$ cat src/rtl/window_feeder.sv
// Streaming line-buffer front end: turns a raster pixel stream into vertical
// KERNEL_SIZE-pixel columns for the PE array, tagged with frame position.
module window_feeder #(
  parameter int unsigned KERNEL_SIZE = 3,
  parameter int unsigned DATA_WIDTH  = 8,
  parameter int unsigned IMG_WIDTH   = 32,
  parameter int unsigned IMG_HEIGHT  = 32
) (
  input  logic                                clk,
  input  logic                                rst,
  input  logic [DATA_WIDTH-1:0]               pix_in,
  input  logic                                pix_valid,
  output logic                                pix_ready,
  input  logic                                ds_ready,
  output logic [DATA_WIDTH*KERNEL_SIZE-1:0]   col_out,
  output logic                                col_en,
  output logic [$clog2(IMG_WIDTH)-1:0]        col_x,
  output logic [$clog2(IMG_HEIGHT)-1:0]       col_y,
  output logic                                frame_done
);

  localparam int unsigned XW = $clog2(IMG_WIDTH);
  localparam int unsigned YW = $clog2(IMG_HEIGHT);
  localparam int unsigned CW = DATA_WIDTH * KERNEL_SIZE;
  localparam int unsigned LB = KERNEL_SIZE - 1;

  typedef enum logic [1:0] {FILL, STREAM, DONE} state_e;

  state_e                  state_q, state_d;
  logic [XW-1:0]           x_q, x_d;
  logic [YW-1:0]           y_q, y_d;
  logic [CW-1:0]           col_q, col_d;
  logic                    col_en_q, col_en_d;
  logic [XW-1:0]           col_x_q, col_x_d;
  logic [YW-1:0]           col_y_q, col_y_d;
  logic                    frame_done_q, frame_done_d;
  logic [DATA_WIDTH-1:0]   lb_q [LB][IMG_WIDTH];
  logic [DATA_WIDTH-1:0]   lb_d [LB][IMG_WIDTH];

  logic acc;
  logic row_end;

  assign pix_ready = ds_ready && (state_q != DONE) && !rst;
  assign acc       = pix_valid && pix_ready;
  assign row_end   = (x_q == XW'(IMG_WIDTH - 1));

  // Position counters, line-buffer shift, column assembly and frame FSM.
  always_comb begin
    state_d      = state_q;
    x_d          = x_q;
    y_d          = y_q;
    lb_d         = lb_q;
    col_d        = col_q;
    col_en_d     = 1'b0;
    col_x_d      = col_x_q;
    col_y_d      = col_y_q;
    frame_done_d = 1'b0;

    if (acc) begin
      x_d = row_end ? '0 : x_q + XW'(1);
      if (row_end) y_d = y_q + YW'(1);
      lb_d[0][x_q] = pix_in;
      for (int unsigned j = 1; j < LB; j++) lb_d[j][x_q] = lb_q[j-1][x_q];
    end

    case (state_q)
      FILL: begin
        if (acc && row_end && (y_q == YW'(KERNEL_SIZE - 2))) state_d = STREAM;
      end
      STREAM: begin
        if (acc) begin
          col_en_d = 1'b1;
          col_x_d  = x_q;
          col_y_d  = y_q;
          col_d[CW-DATA_WIDTH +: DATA_WIDTH] = pix_in;
          // Older rows sit in deeper buffers, so they land in lower slots.
          for (int unsigned j = 0; j < LB; j++)
            col_d[(LB-1-j)*DATA_WIDTH +: DATA_WIDTH] = lb_q[j][x_q];
          if (row_end && (y_q == YW'(IMG_HEIGHT - 1))) begin
            state_d      = DONE;
            frame_done_d = 1'b1;
            x_d          = '0;
            y_d          = '0;
          end
        end
      end
      DONE: begin
        state_d = FILL;
        x_d     = '0;
        y_d     = '0;
      end
      default: state_d = FILL;
    endcase
  end

  always_ff @(posedge clk) begin
    if (rst) begin
      state_q      <= FILL;
      x_q          <= '0;
      y_q          <= '0;
      col_q        <= '0;
      col_en_q     <= 1'b0;
      col_x_q      <= '0;
      col_y_q      <= '0;
      frame_done_q <= 1'b0;
    end else begin
      state_q      <= state_d;
      x_q          <= x_d;
      y_q          <= y_d;
      col_q        <= col_d;
      col_en_q     <= col_en_d;
      col_x_q      <= col_x_d;
      col_y_q      <= col_y_d;
      frame_done_q <= frame_done_d;
    end
  end

  // Line buffers carry no reset; FILL rewrites them before they are read.
  always_ff @(posedge clk) begin
    lb_q <= lb_d;
  end

  assign col_out    = col_q;
  assign col_en     = col_en_q;
  assign col_x      = col_x_q;
  assign col_y      = col_y_q;
  assign frame_done = frame_done_q;

endmodule

$ cat config.mk
export PLATFORM = sky130hd
export DESIGN_NAME = window_feeder
export DESIGN_NICKNAME = d
export VERILOG_FILES = /design/src/rtl/window_feeder.sv
export SDC_FILE = /design/constraint.sdc
export NUM_CORES = 1
export LEC_CHECK = 0
export BUFFER_PORTS_ARGS = -buffer_cell sky130_fd_sc_hd__buf_2
export CORE_MARGIN = 5
export CORE_UTILIZATION = 40
export CTS_BUF_LIST = sky130_fd_sc_hd__clkbuf_4 sky130_fd_sc_hd__clkbuf_8
export DETAILED_ROUTE_END_ITERATION = 8
export SYNTH_ARGS = -nofsm -noshare
export SYNTH_HDL_FRONTEND = slang
export SYNTH_SLANG_ARGS = --single-unit
export TNS_END_PERCENT = 50
$ cat constraint.sdc
create_clock -name clk -period 3.3 [get_ports clk]
set_input_delay 0.66 -clock clk [delete_from_list [all_inputs] [get_ports clk]]
set_output_delay 0.66 -clock clk [all_outputs]
set_load 0.02 [all_outputs]
Word level (Yosys, flattened, before mapping)
Cells that the tools add are included.
Storage, ports and cells
  flip-flop bits (word level): 560
  word-level logic and storage cells: 127
  input bits: 12
  output and inout port bits: 37
Operators by class
  mux-type cells: 26
  reductions and logical operators: 13
  eq/ne operators: 9
  add/sub/neg operators: 2
  order comparisons: 2
  bitwise operators: 3
Operators with widths (number)
  $bwmux 256: 2
  $bmux 8 s5: 2
  $demux 8 s5: 1
  $mux 5: 8
  $mux 8: 5
  $pmux 5 s2: 2
  $add 5x1->5 const B: 2
  $eq 5x5->1 const B: 2
  $ne 2x2->1 const B: 4
  $logic_and 1x1->1: 7
  $ge 6x6->1 const B: 1
  $lt 6x1->1 const B: 1
  $mux 2: 3
  $not 5->6: 1
  $eq 5x1->1 const B: 1
  $pmux 2 s2: 1
  $reduce_and 3->1: 1
  $reduce_or 3->1: 1
  $eq 2x1->1 const B: 1
  $eq 2x2->1 const B: 1
  $logic_not 2->1: 1
  $mux 1: 2
  $not 1->1: 2
  $reduce_and 2->1: 1
  other kinds (2): 2

Logic depth before layout (Yosys ltp)
Gate-level depths: netlist of the first run.
  word-level depth: 8
  mapped depth: 11
  mapped depth without buffers: 8

Worst setup path after synthesis of the first run
No wires, ideal clock.
  path type: reg2reg
  start: register, netlist name x_q[1]
  end: register lb_q[152] in the netlist's numbering, enable pin
  setup slack: 835 ps
  cell stages (with the launch flop): 9
  library setup time: 388 ps
  clock period less this slack: 2465 ps
  data required time: 2912 ps
  data arrival time: 2076 ps
  buffers on the path: 4
  path through: dfxtp_1 buf_4 buf_4 buf_4 buf_2 inv_1 ha_1 nand2_1 nor2_1
RTL lines
  end signal: assignment: line 120  | lb_q <= lb_d;
  end: declaration: line 37  | logic [DATA_WIDTH-1:0] lb_q [LB][IMG_WIDTH];

Worst setup path in the final report of the first run
  start: register x_q[3]
  end: register lb_q[229] in the netlist's numbering, data pin
On the way
  word-level cells in the longest chain between the ends: 6
  elaborated cells on any way between the ends: 10
  classes of those cells: order compare (2); mux (6); bitwise (1); reduce/logical (1)
Ends and longest elaborated chain
  start: declaration: line 30  | logic [XW-1:0] x_q, x_d;
  start signal: assignment: line 99  | x_q <= '0;
  start signal: assignment: line 108  | x_q <= x_d;
  $not 5->6 (not written as such) *: line 63  | for (int unsigned j = 1; j < LB; j++) lb_d[j][x_q] = lb_q[j-1][x_q];
  $ge 6x6->1 (not written as such) / $lt 6x1->1 (equally long branches): line 63
  $logic_and 1x1->1 (not written as such): line 63
  $mux 8 (not written as such): line 63
  $demux 8 s5: line 63
  $bwmux 256 *: line 63
Every way passes the cells marked *; elsewhere a longest branch is shown, timed or not. The select of a mux whose other input is x is not followed.
A chain may end at the register's enable or synchronous reset.

==> results of run 1 <==
[per-stage QoR]
stage | util | TNS (ns)
global route | 0.466 | 0
finish | 0.466 | 0
CTS | 0.466 | 0
global placement | 0.433 | -0.102
detailed placement | 0.433 | 0
floorplan | - | 0
[layout by cell type (no fill, tap or decap), drive strengths merged, types with 21 or more instances in the layout]
cell type / instances
o22ai: 100
clkinv: 30
clkbuf: 121
nor2: 57
mux2i: 203
nor4: 21
edfxtp: 512
mux4: 27
dfxtp: 48
a21oi: 24
nand2: 63
buf: 150
[worst min-delay path by stage]
stage                  endpoint  cells past startpoint
global route           col_x[3]                      2
floorplan              col_y[4]                      2
finish              col_out[23]                      2
detailed placement  col_out[22]                      2
CTS                 col_out[22]                      2
global placement    col_out[23]                      2
[power groups by stage]
stage	clock network [uW]	registers [uW]	logic (uW)
finish	5740	7920	788
global route	6200	7920	842
CTS	5860	7920	784
detailed placement	0	8060	780
global placement	0	8060	760
floorplan	0	8070	438
[cell type report]
type | count | area share
tap | 696 | 0.0349
clock buffer | 121 | 0.0597
clock inverter | 36 | 0.00923
timing repair buffer | 150 | 0.0433
sequential | 560 | 0.655
multi-input combinational | 601 | 0.197
inverter | 7 | 0.00105
[logic make-up (layout without fill, tap and decap cells)]
kind of cell	Yosys count	count (layout)	share of synthesized area
mux	230	230	0.122
buf+inv	77	314	0.0187
compound gates	165	165	0.0502
simple gates	190	190	0.0428
flops	560	560	0.757
xor+xnor	4	4	0.00162
fa+ha+maj	12	12	0.00696
[tightest hold or removal path, cell delays in order, from the launching register on]
cell and delay, ns:
dfxtp_1 0.31, nand2_1 0.05, a21oi_1 0.05
[per-layer routing]
| metal | wire [um] | vias up |
|---|---|---|
| met2 | 27400 | 494 |
| li1 | - | 5291 |
| met5 | 31 | - |
| met1 | 24100 | 6114 |
| met3 | 4190 | 92 |
| met4 | 1380 | 4 |
[flip-flops by register name, indices dropped and copies added, names as in the netlist]
name / flops
col_out: 24
col_en: 1
state_q: 2
y_q: 5
frame_done: 1
lb_q: 512
col_y: 5
x_q: 5
col_x: 5
==> results.cfg, run 1 <==
[power_and_ir_drop]
switching_share = 0.224
ir_drop_uv = 291
power.leakage_uw = 0.00775
power.switching_uw = 3230
comb_power_share = 0.055
p_int_uw = 11200
clock_power_share = 0.397
power_uw = 14400
p_per_area_nw_per_um2 = 579
seqPwrFrac = 0.548

[setup_path]
crit_type = reg -> reg
reg2reg_depth = 6
crit_end = lb_q[229]
r2r_end = lb_q[229]
path_cells = and2b_1 -> nand3_1 -> o22ai_1 -> nor4_1 -> nand2_1 -> buf_4
cp_num_cells = 6
crit_fanout = 32
regToRegSetupSlack_ns = 0.05
crit_path_top_delay_cell = nor4_1
rr_startpoint = x_q[3]
critPathTopFamily = simple AND/OR/NAND/NOR gates
cp-end-kind = register
critPathLaunch = x_q[3]
critPathMaxStageDelay_ns = 0.85
cp.required_ns = 3.64
cp.arrival_ns = 3.59
startpoint_type = register
crit_buf_inv = 1

[final_layout]
nNetsFinal = 1430
register_area_sq_um = 16300
diodes = 0
nFillCells = 4627
drive_gt1_frac = 0.237
multi_input_comb_area_sq_um = 4910
area_growth_pct = 15.7
finalNonFillerCells = 2171
fin_area_sq_um = 25000

[die]
core-area_sq_um = 53600
initial_core_util = 0.402
rows = 85
io_pins = 49
die_area_sq_um = 58700
die_x_um = 242
die_y_um = 242

[grt]
grt-busiest-layer = met2
grtUsageMet3 = 0.0458
first_global_vias = 12000
gr-total-overflow = 0
grt_max_degree = 49
grt_use_met1 = 0.259
grt_pass1_wl_mm = 82.6
grt_usage = 0.191
grt_antenna_before_repair = 3
grt_util_met2 = 0.308

[run]
maxCapViolCount = 0

[synth]
syn_area_per_cell_sq_um = 17.4
ys_async_sr_fraction = 0
netlist.top_cell.by_area = edfxtp_1
synth-main-ff-cell = edfxtp_1
synth_seq_area_share = 0.757
post-synth-top-count-cell = edfxtp_1
synth_edf_count = 512
ys_ff_latch = 560
synth_nets = 1262
yosys-top-cells-area = edfxtp_1 (71%), mux2i_1 (9.4%), dfxtp_1 (4.5%)
synth.top_cells.by_count = edfxtp_1 (512), mux2i_1 (203), o22ai_1 (100)
postSynthCellCount = 1238
yosys_warnings = 0
synth_top_area_frac = 0.713
ys_types = 48
synth_area_sq_um = 21600

[sta]
fmax_mhz = 308
maxSlewViolCount = 0
rsz0062_at_grt = false
hold_violations = 0
tightestPinTransition_ns = 0.971
setup_ws_ns = 0.0493
period_share = 0.985
min_period_ns = 3.25
setup_viol = 0
finClkSkew_ns = 0.0339
fin_hold_ws_ns = 0.452
slew_headroom = 0.347

[worst_hold_path]
holdCritStartpoint = col_out[23]
hp-class = reg -> reg

[cts]
cts_root_buf = clkbuf_8
numCtsBuffers = 86
htreeDepth = 3
cts_tree = yes
clkTransAtPathRegs_ns = 0.07
insertion_delay_ns = 0.67
ctsResizeCount = 3
clkSinkCount = 560
clockBufferDepth = 3
cts_hold_buf = 0
cts_setup_buffers = 0

[place]
place_ws_ns = 0.0191
dpl_cell_area_sq_um = 23200
dp_hpwl_mm = 35.3
place_inst = 2014
io_buffers = 48
place_congestion = 0.849

[route]
drtIter0Drc = 1168
firstDrtPassIters = 5
drc = 0
drt_wl_total_mm = 57.1
viasPerCell = 5.53
wl_per_cell_um = 26.3
vias = 12000
antenna_left = 0

[status]
outcome = complete, no violations
Note: power is estimated with default switching activity, not from simulation.
==> inputs of run 2 (changes only) <==
- CORE_UTILIZATION: 40 -> 50
- PLACE_DENSITY: unset -> 0.66
==> run 2 against run 1 <==
Via count up 0.98%; die area down 19%; critical path type unchanged; global-route usage up 3.9 points; sequential power about the same; clock-buffer cell count up 11; final cell count down 5.3%; largest power group unchanged; non-clock buffer count down 4; clock power up 0.9%; critical endpoint is now lb_q[215]; hold slack better by 0.0011 ns.
==> results.cfg, run 2 (synthesis gave the netlist of run 1 again) <==
[status]
outcome = complete, no violations

[worst_hold_path]
holdCritStartpoint = col_x[2]
holdPathStages = 2
hp-class = reg -> reg
min_to = col_x[2]

[sta]
setup_viol = 0
min_period_ns = 3.10
fmax_mhz = 322
hold_violations = 0
tightestPinTransition_ns = 0.964
slew_headroom = 0.352
finClkSkew_ns = 0.0191
setup_ws_ns = 0.197
rsz0062_at_grt = false
setup_tns_ns = 0
maxSlewViolCount = 0
period_share = 0.940

[die]
die_x_um = 218
die_area_sq_um = 47400
die_y_um = 218
io_pins = 49
rows = 76
initial_core_util = 0.503
core-area_sq_um = 42900

[setup_path]
cp.arrival_ns = 3.43
crit_path_top_delay_cell = nor4_1
r2r_end = lb_q[215]
path_cells = inv_1 -> nand3_1 -> buf_4 -> o22ai_1 -> nor4_1 -> nand2_1 -> buf_4
startpoint_type = register
reg2reg_depth = 7
crit_type = reg -> reg
crit_buf_inv = 3
cp.required_ns = 3.63
cp-end-kind = register
cp_num_cells = 7
regToRegSetupSlack_ns = 0.20
rr_startpoint = x_q[0]
critPathMaxStageDelay_ns = 0.71
crit_fanout = 32
cpMostUsedCell = buf_4
critPathTopFamily = simple AND/OR/NAND/NOR gates

[final_layout]
nNetsFinal = 1425
largest_reg_flops = 512
final_cell_mix = edfxtp_1 (512), mux2i_1 (203), clkbuf_8 (102)
drive_gt1_frac = 0.237
top_register = lb_q
diodes = 0
final_common_cell = edfxtp_1
fin_util = 0.582
finalNonFillerCells = 2057
area_growth_pct = 15.7

[route]
vias = 12100
drtIter0Drc = 1306
drt_wl_total_mm = 54.1
wl_per_cell_um = 26.3
drc = 0
antenna_left = 0
viasPerCell = 5.89
firstDrtPassIters = 5

[power_and_ir_drop]
power.leakage_uw = 0.00779
p_per_area_nw_per_um2 = 580
ir_drop_uv = 244

[cts]
cts_root_buf = clkbuf_8
cts_hold_buf = 0
clockBufferDepth = 3
htreeDepth = 3
clkTransAtPathRegs_ns = 0.06
insertion_delay_ns = 0.63
cts_tree = yes
clkSinkCount = 560
numCtsBuffers = 85
cts_setup_buffers = 0

[run]
maxCapViolCount = 0

[place]
place_ws_ns = 0.179
place_inst = 1899
place_congestion = 0.843
dp_hpwl_mm = 34.5
io_buffers = 48

[grt]
grt_pass1_wl_mm = 80.4
gr-total-overflow = 0
grt_max_degree = 47
grt_antenna_before_repair = 0
first_global_vias = 12200
grt_usage = 0.230
[run 2: how the worst max path moves through the flow]
stage | endpoint | start | slack, ns
3_5_place_dp | lb_q[146] | x_q[2] | 0.18
2_1_floorplan | lb_q[152] | x_q[1] | 0.84
3_3_place_gp | lb_q[170] | x_q[2] | 0.20
4_1_cts | lb_q[170] | x_q[2] | 0.17
6_report | lb_q[215] | x_q[0] | 0.20
5_1_grt | lb_q[39] | x_q[0] | 0.1
[run 2: report_power, final]
part / leakage (uW) / internal [uW] / switching, uW
Sequential: 0.00499 / 7890 / 35.9
Combinational: 0.00186 / 245 / 527
Clock: 0.000942 / 3230 / 2570
Total: 0.00779 / 11400 / 3130
[run 2: what timing repair did]
action / in CTS / in global routing
setup endpoints to repair: 0 / 35
resized for setup: 0 / 2
hold endpoints to repair: 0 / 0
[run 2: final cells by class]
cell class / instances / area (sq um)
Fill cell: 3258 / 17900
Timing Repair Buffer: 146 / 1190
Tap cell: 585 / 732
Sequential cell: 560 / 16300
Clock inverter: 26 / 149
Inverter: 7 / 26.3
Clock buffer: 132 / 1630
Multi-Input combinational cell: 601 / 4900
[run 2: worst register-to-register path, cell delays in order, from the launching register on]
cell and delay, ns:
dfxtp_2 0.64, inv_1 0.29, nand3_1 0.37, buf_4 0.27, o22ai_1 0.12, nor4_1 0.71
nand2_1 0.11, buf_4 0.29
[run 2: metrics by stage]
| step | power (uW) | instance area (sq um) | hold WS, ns |
|---|---|---|---|
| finish | 14500 | 25000 | 0.453 |
| global route | 15000 | 25000 | 0.473 |
| CTS | 14600 | 25000 | 0.456 |
| detailed placement | 8840 | 23200 | 0.448 |
| global placement | 8810 | 23200 | 0.441 |
| floorplan | 8510 | 21600 | 0.461 |
[run 2: metal layers]
metal / routed length, um / part of all wire / up-vias / GRT usage
met5: 0 / 0 / - / 0
met3: 4420 / 0.082 / 81 / 0.0390
met2: 26900 / 0.50 / 570 / 0.384
li1: - / - / 5293 / -
met4: 1260 / 0.023 / 0 / 0.0678
met1: 21600 / 0.40 / 6169 / 0.315
